File: src/rtl/mem_port_arbiter_if.sv
// Bundles the LSU load request, ROB store commit, data-memory port and load completion signals.
// The slave modport is the arbiter's view. The master modport is the surrounding pipeline's view.
interface mem_port_arbiter_if #(
    parameter int SQ_DEPTH = 4
);
    logic                      flush;

    logic                      ld_valid;
    logic [31:0]               ld_addr;
    logic [2:0]                ld_func3;
    logic [7:0]                ld_phy;
    logic [31:0]               ld_inst_num;
    logic                      ld_ready;

    logic                      st_valid;
    logic [31:0]               st_addr;
    logic [31:0]               st_data;
    logic [2:0]                st_func3;
    logic [31:0]               st_inst_num;
    logic                      st_ready;

    logic                      mem_read;
    logic                      mem_write;
    logic [31:0]               mem_addr;
    logic [31:0]               mem_wdata;
    logic [2:0]                mem_func3;
    logic [31:0]               mem_rdata;

    logic                      ld_done;
    logic [7:0]                ld_done_phy;
    logic [31:0]               ld_done_inst_num;
    logic [31:0]               ld_done_data;

    logic [$clog2(SQ_DEPTH):0] sq_count;

    modport slave (
        input  flush,
        input  ld_valid, ld_addr, ld_func3, ld_phy, ld_inst_num,
        output ld_ready,
        input  st_valid, st_addr, st_data, st_func3, st_inst_num,
        output st_ready,
        output mem_read, mem_write, mem_addr, mem_wdata, mem_func3,
        input  mem_rdata,
        output ld_done, ld_done_phy, ld_done_inst_num, ld_done_data,
        output sq_count
    );

    modport master (
        output flush,
        output ld_valid, ld_addr, ld_func3, ld_phy, ld_inst_num,
        input  ld_ready,
        output st_valid, st_addr, st_data, st_func3, st_inst_num,
        input  st_ready,
        input  mem_read, mem_write, mem_addr, mem_wdata, mem_func3,
        output mem_rdata,
        input  ld_done, ld_done_phy, ld_done_inst_num, ld_done_data,
        input  sq_count
    );
endinterface

File: src/rtl/mem_port_arbiter.sv
// Arbitrates one data-memory port between speculative loads and an in-order committed-store queue.
// The grant issues one cycle later and the load completes two cycles after its grant. Back-pressure is ld_ready (combinational) and st_ready (taken from the registered count).
module mem_port_arbiter #(
    parameter int SQ_DEPTH     = 4,
    parameter int DRAIN_THRESH = 3
) (
    input  logic             clk,
    input  logic             rst,
    mem_port_arbiter_if.slave io
);
    localparam int PW = $clog2(SQ_DEPTH);
    localparam int CW = PW + 1;
    localparam logic [CW-1:0] DEPTH_C  = CW'(SQ_DEPTH);
    localparam logic [CW-1:0] THRESH_C = CW'(DRAIN_THRESH);

    typedef struct packed {
        logic [31:0] addr;
        logic [31:0] data;
        logic [2:0]  func3;
        logic [31:0] inst_num;
    } sq_entry_t;

    sq_entry_t              sq_mem [SQ_DEPTH];
    logic [SQ_DEPTH-1:0]    sq_vld;
    logic [PW-1:0]          head;
    logic [PW-1:0]          tail;
    logic [CW-1:0]          cnt;

    logic                   enq;
    logic                   deq;
    logic                   alias_hit;
    logic                   conflict;
    logic                   drain;
    logic                   ld_grant;

    logic                   p1_vld;
    logic [7:0]             p1_phy;
    logic [31:0]            p1_inst_num;

    sq_entry_t              head_entry;
    logic                   unused_head_inst;

    assign head_entry       = sq_mem[head];
    assign unused_head_inst = ^head_entry.inst_num;

    // Word-granular alias check against every live queue entry
    always_comb begin
        alias_hit = 1'b0;
        for (int i = 0; i < SQ_DEPTH; i++) begin
            if (sq_vld[i] && (sq_mem[i].addr[31:2] == io.ld_addr[31:2])) begin
                alias_hit = 1'b1;
            end
        end
    end

    assign conflict = io.ld_valid && alias_hit;
    assign drain    = (cnt >= THRESH_C) || conflict;
    // A flush or drain pressure steals the slot from the load. Otherwise any free slot goes to the head store.
    assign ld_grant = io.ld_valid && !io.flush && !drain;
    assign deq      = (cnt != '0) && !ld_grant;

    assign io.st_ready     = (cnt < DEPTH_C);
    assign enq             = io.st_valid && io.st_ready;
    assign io.ld_ready     = ld_grant;
    assign io.sq_count     = cnt;
    assign io.ld_done_data = io.mem_rdata;

    // Payload storage carries no reset; sq_vld alone defines occupancy.
    always_ff @(posedge clk) begin
        if (enq) begin
            sq_mem[tail] <= '{addr:     io.st_addr,
                              data:     io.st_data,
                              func3:    io.st_func3,
                              inst_num: io.st_inst_num};
        end
    end

    always_ff @(posedge clk) begin
        if (rst) begin
            head                <= '0;
            tail                <= '0;
            cnt                 <= '0;
            sq_vld              <= '0;
            io.mem_read         <= 1'b0;
            io.mem_write        <= 1'b0;
            io.mem_addr         <= '0;
            io.mem_wdata        <= '0;
            io.mem_func3        <= '0;
            p1_vld              <= 1'b0;
            p1_phy              <= '0;
            p1_inst_num         <= '0;
            io.ld_done          <= 1'b0;
            io.ld_done_phy      <= '0;
            io.ld_done_inst_num <= '0;
        end else begin
            // Head and tail only coincide when the queue is empty or full, so enq and deq never hit the same slot
            if (enq) begin
                tail         <= tail + PW'(1);
                sq_vld[tail] <= 1'b1;
            end
            if (deq) begin
                head         <= head + PW'(1);
                sq_vld[head] <= 1'b0;
            end
            case ({enq, deq})
                2'b10:   cnt <= cnt + CW'(1);
                2'b01:   cnt <= cnt - CW'(1);
                default: cnt <= cnt;
            endcase

            if (ld_grant) begin
                io.mem_read  <= 1'b1;
                io.mem_write <= 1'b0;
                io.mem_addr  <= io.ld_addr;
                io.mem_func3 <= io.ld_func3;
            end else if (deq) begin
                io.mem_read  <= 1'b0;
                io.mem_write <= 1'b1;
                io.mem_addr  <= head_entry.addr;
                io.mem_wdata <= head_entry.data;
                io.mem_func3 <= head_entry.func3;
            end else begin
                io.mem_read  <= 1'b0;
                io.mem_write <= 1'b0;
            end

            p1_vld <= ld_grant;
            if (ld_grant) begin
                p1_phy      <= io.ld_phy;
                p1_inst_num <= io.ld_inst_num;
            end

            // A load in flight while flush is high is dropped; the memory read still happens.
            io.ld_done <= p1_vld && !io.flush;
            if (p1_vld && !io.flush) begin
                io.ld_done_phy      <= p1_phy;
                io.ld_done_inst_num <= p1_inst_num;
            end
        end
    end
endmodule

File: src/flat_wrapper.sv
// flat-port wrapper written by rule: the top's interface ports become plain ports
module mem_port_arbiter_flat 
#(
    parameter int SQ_DEPTH     = 4,
    parameter int DRAIN_THRESH = 3
)
  (clk, rst, io_flush, io_ld_valid, io_ld_addr, io_ld_func3, io_ld_phy, io_ld_inst_num, io_ld_ready, io_st_valid, io_st_addr, io_st_data, io_st_func3, io_st_inst_num, io_st_ready, io_mem_read, io_mem_write, io_mem_addr, io_mem_wdata, io_mem_func3, io_mem_rdata, io_ld_done, io_ld_done_phy, io_ld_done_inst_num, io_ld_done_data, io_sq_count);
  mem_port_arbiter_if #(.SQ_DEPTH(SQ_DEPTH)) io_i ();
  input  logic clk;
  input  logic rst;
  input wire logic [$bits(io_i.flush)-1:0] io_flush;
  input wire logic [$bits(io_i.ld_valid)-1:0] io_ld_valid;
  input wire logic [$bits(io_i.ld_addr)-1:0] io_ld_addr;
  input wire logic [$bits(io_i.ld_func3)-1:0] io_ld_func3;
  input wire logic [$bits(io_i.ld_phy)-1:0] io_ld_phy;
  input wire logic [$bits(io_i.ld_inst_num)-1:0] io_ld_inst_num;
  output wire logic [$bits(io_i.ld_ready)-1:0] io_ld_ready;
  input wire logic [$bits(io_i.st_valid)-1:0] io_st_valid;
  input wire logic [$bits(io_i.st_addr)-1:0] io_st_addr;
  input wire logic [$bits(io_i.st_data)-1:0] io_st_data;
  input wire logic [$bits(io_i.st_func3)-1:0] io_st_func3;
  input wire logic [$bits(io_i.st_inst_num)-1:0] io_st_inst_num;
  output wire logic [$bits(io_i.st_ready)-1:0] io_st_ready;
  output wire logic [$bits(io_i.mem_read)-1:0] io_mem_read;
  output wire logic [$bits(io_i.mem_write)-1:0] io_mem_write;
  output wire logic [$bits(io_i.mem_addr)-1:0] io_mem_addr;
  output wire logic [$bits(io_i.mem_wdata)-1:0] io_mem_wdata;
  output wire logic [$bits(io_i.mem_func3)-1:0] io_mem_func3;
  input wire logic [$bits(io_i.mem_rdata)-1:0] io_mem_rdata;
  output wire logic [$bits(io_i.ld_done)-1:0] io_ld_done;
  output wire logic [$bits(io_i.ld_done_phy)-1:0] io_ld_done_phy;
  output wire logic [$bits(io_i.ld_done_inst_num)-1:0] io_ld_done_inst_num;
  output wire logic [$bits(io_i.ld_done_data)-1:0] io_ld_done_data;
  output wire logic [$bits(io_i.sq_count)-1:0] io_sq_count;
  assign io_i.flush = io_flush;
  assign io_i.ld_valid = io_ld_valid;
  assign io_i.ld_addr = io_ld_addr;
  assign io_i.ld_func3 = io_ld_func3;
  assign io_i.ld_phy = io_ld_phy;
  assign io_i.ld_inst_num = io_ld_inst_num;
  assign io_ld_ready = io_i.ld_ready;
  assign io_i.st_valid = io_st_valid;
  assign io_i.st_addr = io_st_addr;
  assign io_i.st_data = io_st_data;
  assign io_i.st_func3 = io_st_func3;
  assign io_i.st_inst_num = io_st_inst_num;
  assign io_st_ready = io_i.st_ready;
  assign io_mem_read = io_i.mem_read;
  assign io_mem_write = io_i.mem_write;
  assign io_mem_addr = io_i.mem_addr;
  assign io_mem_wdata = io_i.mem_wdata;
  assign io_mem_func3 = io_i.mem_func3;
  assign io_i.mem_rdata = io_mem_rdata;
  assign io_ld_done = io_i.ld_done;
  assign io_ld_done_phy = io_i.ld_done_phy;
  assign io_ld_done_inst_num = io_i.ld_done_inst_num;
  assign io_ld_done_data = io_i.ld_done_data;
  assign io_sq_count = io_i.sq_count;
  mem_port_arbiter #(.SQ_DEPTH(SQ_DEPTH), .DRAIN_THRESH(DRAIN_THRESH)) u_core (.clk(clk), .rst(rst), .io(io_i));
endmodule
File: config.mk
export PLATFORM = sky130hd
export DESIGN_NAME = mem_port_arbiter_flat
export DESIGN_NICKNAME = d
export VERILOG_FILES = /design/src/rtl/mem_port_arbiter_if.sv /design/src/rtl/mem_port_arbiter.sv /design/src/flat_wrapper.sv
export SDC_FILE = /design/constraint.sdc
export NUM_CORES = 1
export LEC_CHECK = 0
export CORE_MARGIN = 2
export CORE_UTILIZATION = 47
export DETAILED_ROUTE_END_ITERATION = 8
export PLACE_DENSITY = 0.73
export RECOVER_POWER = 25
export SYNTH_ARGS = -nofsm -noshare
export SYNTH_HDL_FRONTEND = slang
export SYNTH_SLANG_ARGS = --single-unit
File: constraint.sdc
create_clock -name clk -period 2.61 [get_ports clk]
set_input_delay 0.261 -clock clk [delete_from_list [all_inputs] [get_ports clk]]
set_output_delay 0.261 -clock clk [all_outputs]
set_load 0.01 [all_outputs]
==> run_results.csv, run 1 <==
group,metric,value,unit
hold_path,hold_path.class,"input port to flip-flop",
sta,tns,-0.957,ns
die,num_rows,73,
route,ant_nets,0,
logic_synthesis,synth_cells,1450,
logic_synthesis,syn_area,0.0189,mm²
die,io_pins,358,
route,avgViaCountPerCell,5.94,
flow_run,cap_violations,0,
pwr,leakagePower,8.27,nW
sta,worstMarginPinSlew,1.15,ns
clocking,clock_sinks,431,
logic_synthesis,synth_flop_cell,"edfxtp_1",
setup_path,max_stage_delay,0.42,ns
run_status,violations,"negative setup slack",
clocking,ctsHoldBuffers,0,
finish,area_growth,28.9,%
logic_synthesis,synth-edff-count,268,
setup_path,worstSetupEndpointType,"flip-flop",
logic_synthesis,async_flop_share,0,
global_route,grt_overflow,0,
clocking,cts_root_buf,"clkbuf_16",
setup_path,cp_max_fo,2,
logic_synthesis,ys_seq_area_frac,0.599,
finish,num-fill-cells,3056,
pwr,vdd.ir_drop.worst,0.000687,V
die,die_w,204,µm
logic_synthesis,avgSynthCellArea,13.0,µm²
placed_design,dpl.hpwl,33700,µm
sta,fin_skew,0.0181,ns
route,dr.pass1.iters,5,
clocking,tritoncts,"done",
route,wl_per_cell,24.2,µm
sta,drv_slew,0,
sta,period_share,1.14,
sta,fmax,336,MHz
sta,layout_setup_ws,-0.364,ns
finish,layout_commonest_cell,"edfxtp_1",
setup_path,critical_path_class,"flip-flop to flip-flop",
setup_path,slowest_stage,"edfxtp_1",
finish,final_cell_mix,"edfxtp_1 (268), clkdlybuf4s50_1 (206), dfxtp_1 (161)",
sta,hold_slack,0.267,ns
setup_path,critPathRequiredTime,3.10,ns
die,core-area,0.0397,mm²
die,die_area,0.0418,mm²
sta,hold_violations,0,
finish,finalNonFillerCells,2281,
clocking,h-tree-depth,2,
finish,fin_nets,1934,
route,drcViolationCount,0,
setup_path,critical_path_buf_inv_count,2,
die,die_y,204,µm
setup_path,critPathTopFamily,"simple AND/OR/NAND/NOR gates",
setup_path,startpoint_type,"flip-flop",
sta,maxSlewHeadroom,0.228,
placed_design,io_buffers,261,
placed_design,placed_cells,2165,
global_route,grt_max_degree,164,
clocking,path_clk_slew,0.06,ns
run_status,status,"finished with violations",
route,drt-initial-drc-count,1183,
logic_synthesis,syn_nets,1671,
global_route,grtUsageTotal,0.256,
clocking,insertion_delay,0.57,ns
global_route,grt_pass1_vias,13496,
global_route,grt_first_pass_wirelength,80400,µm
route,wirelength,55300,µm
global_route,antenna_found_initial,8,
logic_synthesis,yosysUniqueCellTypes,40,
clocking,cts_max_path_buffers,3,
finish,drive_above_1_share,0.177,
logic_synthesis,yosys_warnings,0,
logic_synthesis,ys_seq_elements,431,
pwr,power_density,872,mW/mm²
setup_path,cp_common_cell,"nand4_1",
clocking,cts_buffers,45,
route,vias,13540,
placed_design,gp_congestion,0.962,
sta,grt_setup_unrepaired,"yes",
sta,setup_violations,3,
setup_path,crit_arrival,3.47,ns
sta,period_needed,2.97,ns
setup_path,path_cells,"xnor2_1 -> nand4_1 -> nor4_2 -> nand4_1 -> buf_4 -> a31oi_4 -> ha_4 -> inv_2 -> fa_2 -> xor2_1 -> or3_1 -> a21oi_1",
die,start_util,0.475,
## through the flow
stage               setup slack (ns)  instance area [µm²]  total power [mW]   util
finish                        -0.364                24400              21.2  0.613
global route                  -0.464                24300              22.1  0.613
CTS                           -0.412                24000              21.3  0.605
detailed placement            -0.962                22300              14.8  0.561
global placement              -0.965                22300              14.7  0.561
floorplan                     -0.106                18900              12.3      -
## cell families (layout without fill, tap and decap cells)
family,count (synthesis),count (layout),synth area share
DFF,431,431,0.599
and+or+nand+nor,358,358,0.104
buffers and inverters,189,488,0.0557
AOI/OAI and AO/OA,237,237,0.0792
other,0,7,0
muxes,102,102,0.0984
adders and majority gates,10,10,0.00702
xor gates and xnor gates,123,123,0.0570
## path summary, 6_finish.rpt
check,start,endpoint,slack [ns],depth (start not counted)
hold / removal,io_ld_inst_num[6],u_core.p1_inst_num[6]$_SDFFE_PP0P_,0.27,3
setup / recovery,u_core.sq_mem[0][92]$_DFFE_PP_,u_core.io.sq_count[2]$_SDFFE_PP0P_,-0.36,12
setup reg to reg,u_core.sq_mem[0][92]$_DFFE_PP_,u_core.io.sq_count[2]$_SDFFE_PP0P_,-0.36,12
hold reg to reg,u_core.p1_inst_num[2]$_SDFFE_PP0P_,u_core.io.ld_done_inst_num[2]$_SDFFE_PP0P_,0.45,2
## report_power, final
part           internal, mW  switching (mW)  leakage, nW
Clock                  3.72            2.65        0.724
Sequential             8.37           0.585         3.79
Combinational          3.05            2.87         3.75
Total                  15.1            6.10         8.27
## layer usage
| metal | global-route usage | vias to the layer above | routed length [µm] |
|---|---|---|---|
| met1 | 0.338 | 6801 | 22300 |
| li1 | - | 5988 | - |
| met5 | 0 | - | 32 |
| met4 | 0.120 | 6 | 2230 |
| met3 | 0.0448 | 124 | 4380 |
| met2 | 0.413 | 621 | 26300 |
## flip-flops by register name, indices dropped and copies added, names as in the netlist, named ones only
signal	count
u_core.io.mem_write	1
u_core.io.mem_func3	3
u_core.io.mem_wdata	32
u_core.head	2
u_core.sq_vld	4
u_core.p1_vld	1
u_core.tail	2
u_core.io.mem_addr	32
u_core.io.sq_count	3
u_core.io.ld_done_inst_num	32
u_core.io.ld_done	1
u_core.io.ld_done_phy	8
u_core.p1_phy	8
u_core.sq_mem	268
u_core.p1_inst_num	32
## tightest hold or removal path: stages
cell	delay [ns]
clkdlybuf4s50_1	0.40
nand4_1	0.07
a21oi_1	0.05
## final cells by class
type | count | area (µm²) | share of cell area
antenna | 7 | 17.5 | 0.000719
clock buffer | 63 | 1280 | 0.0526
clock inverter | 20 | 178 | 0.00730
inverter | 10 | 37.5 | 0.00154
multi-input combinational | 830 | 6750 | 0.277
sequential | 431 | 11300 | 0.465
tap | 525 | 657 | 0.0270
timing repair buffer | 395 | 4120 | 0.169
## repair_timing
item,in CTS,in global routing
resized for setup,26,20
setup buffers,7,13
pin swaps,8,11
endpoints found under the setup margin,90,99
cloned,3,5
## synthesized netlist by cell type, types with 13 or more instances
| cell | number | area, µm² |
|---|---|---|
| and2_1 | 36 | 225 |
| clkbuf_1 | 52 | 195 |
| nor4_1 | 44 | 275 |
| a22oi_1 | 35 | 263 |
| nand3_1 | 38 | 190 |
| xnor2_1 | 110 | 963 |
| o21ai_0 | 35 | 175 |
| nor2_1 | 16 | 60.1 |
| buf_2 | 63 | 315 |
| xor2_1 | 13 | 114 |
| o31ai_1 | 40 | 300 |
| buf_4 | 43 | 323 |
| nor2b_1 | 34 | 213 |
| mux4_2 | 67 | 1510 |
| nand2_1 | 80 | 300 |
| a211oi_1 | 36 | 270 |
| nand4_1 | 101 | 632 |
| dfxtp_1 | 163 | 3260 |
| edfxtp_1 | 268 | 8050 |
| mux2i_1 | 35 | 350 |
| a21oi_1 | 84 | 420 |
Power figures use the tool's default switching activity.
==> run 2: changes to the inputs <==
--- a/config.mk
+++ b/config.mk
@@ -10,6 +10,7 @@
 export DETAILED_ROUTE_END_ITERATION = 8
 export PLACE_DENSITY = 0.73
 export RECOVER_POWER = 25
+export SETUP_SLACK_MARGIN = 0.05
 export SYNTH_ARGS = -nofsm -noshare
 export SYNTH_HDL_FRONTEND = slang
 export SYNTH_SLANG_ARGS = --single-unit
==> run_results.csv, run 2 (synthesis gave the netlist of run 1 again) <==
group,metric,value,unit
clocking,insertion_delay,0.57,ns
pwr,power,21.3,mW
route,drt-initial-drc-count,1303,
setup_path,critPathRequiredTime,3.10,ns
pwr,vdd.ir_drop.worst,0.000692,V
die,die_w,204,µm
clocking,clock_sinks,431,
finish,fin_nets,1946,
finish,layout_commonest_cell,"edfxtp_1",
global_route,grt_overflow,0,
setup_path,critical_path_class,"flip-flop to flip-flop",
setup_path,reg2regPathDepth,13,
route,drt-met1-wl,22700,µm
setup_path,crit_arrival,3.53,ns
route,drcViolationCount,0,
pwr,power_density,861,mW/mm²
clocking,ctsHoldBuffers,0,
route,dr_wl_met3,4810,µm
setup_path,cp_max_fo,3,
placed_design,placed_cells,2165,
finish,final_area,0.0248,mm²
die,die_area,0.0418,mm²
route,wirelength,56500,µm
placed_design,io_buffers,261,
sta,fmax,329,MHz
pwr,switching_power,6.14,mW
clocking,cts_buffers,45,
sta,period_needed,3.04,ns
route,dr.pass1.iters,6,
clocking,path_clk_slew,0.06,ns
clocking,h-tree-depth,2,
pwr,leakagePower,8.37,nW
placed_design,gp_congestion,0.962,
finish,finalNonFillerCells,2292,
route,wl_per_cell,24.7,µm
global_route,grt_first_pass_wirelength,80500,µm
sta,worstMarginPinSlew,1.16,ns
sta,drv_slew,0,
die,core-area,0.0397,mm²
setup_path,startpoint_type,"flip-flop",
die,io_pins,358,
global_route,grtUsageTotal,0.256,
finish,top_register,"u_core.sq_mem",
sta,fin_skew,0.0205,ns
setup_path,crit_path_start,"u_core.sq_mem[3][93]$_DFFE_PP_",
placed_design,dpl.hpwl,33700,µm
route,met2_length,26600,µm
sta,grt_setup_unrepaired,"yes",
flow_run,cap_violations,0,
hold_path,worstHoldPathCells,3,
hold_path,hold_path.class,"input port to flip-flop",
die,num_rows,73,
run_status,status,"finished with violations",
finish,register_area,0.0113,mm²
pwr,power_frac_seq,0.421,
route,ant_nets,0,
sta,hold_violations,0,
finish,area_growth,31.0,%
global_route,grt_pass1_vias,13499,
placed_design,placed_area,0.0223,mm²
global_route,antenna_found_initial,8,
pwr,combPwrFrac,0.281,
finish,final_cell_mix,"edfxtp_1 (268), clkdlybuf4s50_1 (206), dfxtp_1 (161)",
route,highest_layer,"met5",
sta,period_share,1.17,
global_route,grt_max_degree,164,
route,vias,13750,
clocking,cts_max_path_buffers,3,
sta,maxSlewHeadroom,0.224,
finish,final_util,0.623,
finish,largest_register_ffs,268,
pwr,switching_share,0.288,
die,start_util,0.475,
die,die_y,204,µm
route,avgViaCountPerCell,6.00,
pwr,internal-power,15.2,mW
sta,layout_setup_ws,-0.434,ns
pwr,clock_power_share,0.298,
finish,multi_input_area,0.00692,mm²
clocking,tritoncts,"done",
finish,drive_above_1_share,0.196,
clocking,cts_root_buf,"clkbuf_16",
run_status,violations,"negative setup slack",
setup_path,worstSetupEndpointType,"flip-flop",
setup_path,r2r-start,"u_core.sq_mem[3][93]$_DFFE_PP_",
hold_path,min_from,"io_ld_inst_num[6]",
finish,num-fill-cells,2999,
sta,setup_violations,10,
run 2: per-layer routing:
| metal | global-route usage | up-vias |
|---|---|---|
| met5 | 0 | - |
| met4 | 0.120 | 6 |
| met1 | 0.338 | 6881 |
| li1 | - | 6026 |
| met2 | 0.413 | 699 |
| met3 | 0.0448 | 138 |
run 2: repair_timing:
item,4_1_cts,5_1_grt
cloned,3,12
pin swaps,9,41
endpoints found under the setup margin,91,110
setup buffers,7,18
resized for setup,27,77
run 2: power by group through the flow:
stage,Clock (mW),Sequential (mW),Combinational (mW)
2_1_floorplan,0,9.08,3.25
3_3_place_gp,0,9.04,5.68
3_5_place_dp,0,9.08,5.74
4_1_cts,6.47,8.96,5.85
5_1_grt,6.72,9.07,6.37
6_report,6.36,8.96,5.99
run 2: path summary, 6_finish.rpt:
path | endpoint | slack [ns]
max | u_core.io.sq_count[2]$_SDFFE_PP0P_ | -0.43
min | u_core.p1_inst_num[6]$_SDFFE_PP0P_ | 0.27
max reg2reg | u_core.io.sq_count[2]$_SDFFE_PP0P_ | -0.43
min reg2reg | u_core.io.ld_done_inst_num[5]$_SDFFE_PP0P_ | 0.45
run 2: final cells by class:
type,count,area share
Clock inverter,20,0.00718
Antenna cell,6,0.000607
Timing Repair Buffer,407,0.176
Tap cell,525,0.0265
Multi-Input combinational cell,830,0.280
Inverter,10,0.00152
Sequential cell,431,0.457
Clock buffer,63,0.0517
run 2: through the flow:
step / hold slack (ns) / setup TNS (ns) / worst slack [ns]
after detailed placement: 0.443 / -59.18 / -0.962
after floorplan: 0.360 / -0.106 / -0.106
after global placement: 0.437 / -58.64 / -0.965
final: 0.267 / -1.20 / -0.434
after global routing: 0.257 / -2.06 / -0.502
after CTS: 0.226 / -1.07 / -0.400
run 2: worst max-delay path: stages (launching register included):
cell and delay, ns:
edfxtp_1 0.43, xnor2_2 0.25, buf_4 0.16, nand4_1 0.21, nor4_2 0.26, buf_4 0.18
a22oi_2 0.11, a31oi_4 0.27, ha_4 0.17, inv_2 0.04, fa_2 0.32, xor2_1 0.15
or3_1 0.30, a21oi_1 0.12
==> run 3: changes to the inputs <==
--- a/config.mk
+++ b/config.mk
@@ -5,12 +5,10 @@
 export SDC_FILE = /design/constraint.sdc
 export NUM_CORES = 1
 export LEC_CHECK = 0
-export CORE_MARGIN = 2
 export CORE_UTILIZATION = 47
 export DETAILED_ROUTE_END_ITERATION = 8
 export PLACE_DENSITY = 0.73
 export RECOVER_POWER = 25
-export SETUP_SLACK_MARGIN = 0.05
 export SYNTH_ARGS = -nofsm -noshare
 export SYNTH_HDL_FRONTEND = slang
 export SYNTH_SLANG_ARGS = --single-unit
==> run_results.csv, run 3 (synthesis gave the netlist of run 1 again) <==
group,metric,value,unit
run_status,status,"finished with violations",
run_status,violations,"negative setup slack",
clocking,ctsHoldBuffers,0,
clocking,tritoncts,"done",
clocking,cts_root_buf,"clkbuf_16",
placed_design,placed_cells,2146,
global_route,grt_overflow,0,
pwr,leakagePower,8.18,nW
route,wl_per_cell,24.6,µm
setup_path,cp_common_cell,"buf_4",
finish,top_register,"u_core.sq_mem",
global_route,grt_pass1_vias,13615,
setup_path,worstSetupEndpointType,"flip-flop",
sta,period_share,1.19,
setup_path,cp_max_fo,2,
global_route,antenna_found_initial,8,
clocking,cts_max_path_buffers,3,
route,drcViolationCount,0,
sta,maxSlewHeadroom,0.624,
hold_path,hold_path.class,"input port to flip-flop",
finish,num-fill-cells,3005,
pwr,vdd.ir_drop.worst,0.000600,V
finish,final_cell_mix,"edfxtp_1 (268), clkdlybuf4s50_1 (206), dfxtp_1 (161)",
sta,hold_violations,0,
sta,grt_setup_unrepaired,"yes",
sta,fmax,323,MHz
sta,worstMarginPinSlew,0.561,ns
sta,period_needed,3.10,ns
die,core-area,0.0397,mm²
setup_path,crit_arrival,3.58,ns
pwr,switching_share,0.288,
setup_path,critPathTopFamily,"simple AND/OR/NAND/NOR gates",
die,num_rows,73,
clocking,clock_sinks,431,
pwr,internal-power,15.1,mW
setup_path,critPathRequiredTime,3.09,ns
sta,setup_violations,3,
pwr,power_density,880,mW/mm²
route,ant_nets,0,
route,wirelength,55600,µm
finish,layout_commonest_cell,"edfxtp_1",
global_route,grt_first_pass_wirelength,82400,µm
finish,largest_register_ffs,268,
die,die_w,202,µm
sta,tns,-1.09,ns
clocking,h-tree-depth,2,
placed_design,dpl.hpwl,33500,µm
flow_run,cap_violations,0,
setup_path,path_cells,"xnor2_1 -> nand4_1 -> nor4_2 -> buf_4 -> a21oi_4 -> buf_4 -> a31oi_4 -> ha_4 -> inv_2 -> fa_2 -> xor2_1 -> or3_1 -> a21oi_1",
finish,finalNonFillerCells,2263,
pwr,switching_power,6.12,mW
finish,final_util,0.608,
setup_path,critical_path_class,"flip-flop to flip-flop",
route,avgViaCountPerCell,6.00,
pwr,clock_power_share,0.305,
pwr,combPwrFrac,0.273,
setup_path,max_stage_delay,0.40,ns
sta,fin_skew,0.0220,ns
die,die_y,202,µm
placed_design,placed_area,0.0221,mm²
sta,drv_slew,0,
die,io_pins,358,
placed_design,preCtsSetupSlack,-0.997,ns
clocking,cts_buffers,47,
setup_path,critical_path_buf_inv_count,3,
route,drt-initial-drc-count,1319,
finish,area_growth,27.9,%
setup_path,startpoint_type,"flip-flop",
route,vias,13587,
clocking,insertion_delay,0.57,ns
global_route,grt_max_degree,96,
finish,drive_above_1_share,0.173,
route,dr.pass1.iters,5,
placed_design,gp_congestion,0.846,
placed_design,io_buffers,261,
global_route,grtUsageTotal,0.267,
setup_path,slowest_stage,"edfxtp_1",
pwr,power_frac_seq,0.421,
sta,layout_setup_ws,-0.489,ns
die,start_util,0.475,
die,die_area,0.0410,mm²
finish,final_area,0.0242,mm²
clocking,path_clk_slew,0.06,ns
finish,fin_nets,1917,
[run 3: cell types whose count changed in the layout (fill, tap and decap cells not counted), sizes merged]
| cell | change |
|---|---|
| diode | -1 |
| clkinv | -2 |
| bufbuf | +2 |
| clkbuf | -2 |
| buf | -26 |
[run 3: final cells by class]
cell class                      count  area, µm²  share of cell area
Antenna cell                        5       12.5            0.000518
Clock buffer                       68       1320              0.0547
Clock inverter                     18        175             0.00725
Inverter                           10       37.5             0.00155
Multi-Input combinational cell    830       6770               0.280
Sequential cell                   431      11300               0.468
Tap cell                          525        657              0.0272
Timing Repair Buffer              376       3860               0.160
[run 3: power groups by stage]
stage,combinational [mW],clock [mW],sequential [mW]
2_1_floorplan,3.25,0,9.08
3_3_place_gp,5.62,0,9.04
3_5_place_dp,5.68,0,9.08
4_1_cts,5.79,6.59,8.96
5_1_grt,6.18,6.85,9.05
6_report,5.81,6.49,8.96
[run 3: timing repair]
| item | in CTS | in global routing |
|---|---|---|
| setup buffers | 18 | 7 |
| endpoints found under the setup margin | 44 | 47 |
| pin swaps | 37 | 11 |
| cloned | 5 | 1 |
| gates resized for setup | 41 | 12 |
[run 3: final timing paths]
check / startpoint / to / slack (ns) / cells past startpoint
setup / recovery: u_core.sq_mem[1][87]$_DFFE_PP_ / u_core.io.sq_count[2]$_SDFFE_PP0P_ / -0.49 / 13
hold / removal: rst / u_core.tail[1]$_SDFFE_PP0P_ / 0.13 / 2
setup reg to reg: u_core.sq_mem[1][87]$_DFFE_PP_ / u_core.io.sq_count[2]$_SDFFE_PP0P_ / -0.49 / 13
hold reg to reg: u_core.p1_inst_num[10]$_SDFFE_PP0P_ / u_core.io.ld_done_inst_num[10]$_SDFFE_PP0P_ / 0.45 / 2
[run 3: metrics by stage]
| stage | hold WS, ns | total power, mW |
|---|---|---|
| after global placement | 0.437 | 14.7 |
| after CTS | 0.0802 | 21.3 |
| final | 0.135 | 21.3 |
| after global routing | 0.122 | 22.1 |
| after detailed placement | 0.445 | 14.8 |
| after floorplan | 0.360 | 12.3 |
[run 3: metal layers]
layer,track usage,up-vias,routed length (µm)
li1,-,5946,-
met1,0.339,6695,21200
met2,0.428,760,26100
met3,0.0547,180,5270
met4,0.150,6,3080
met5,0,-,37
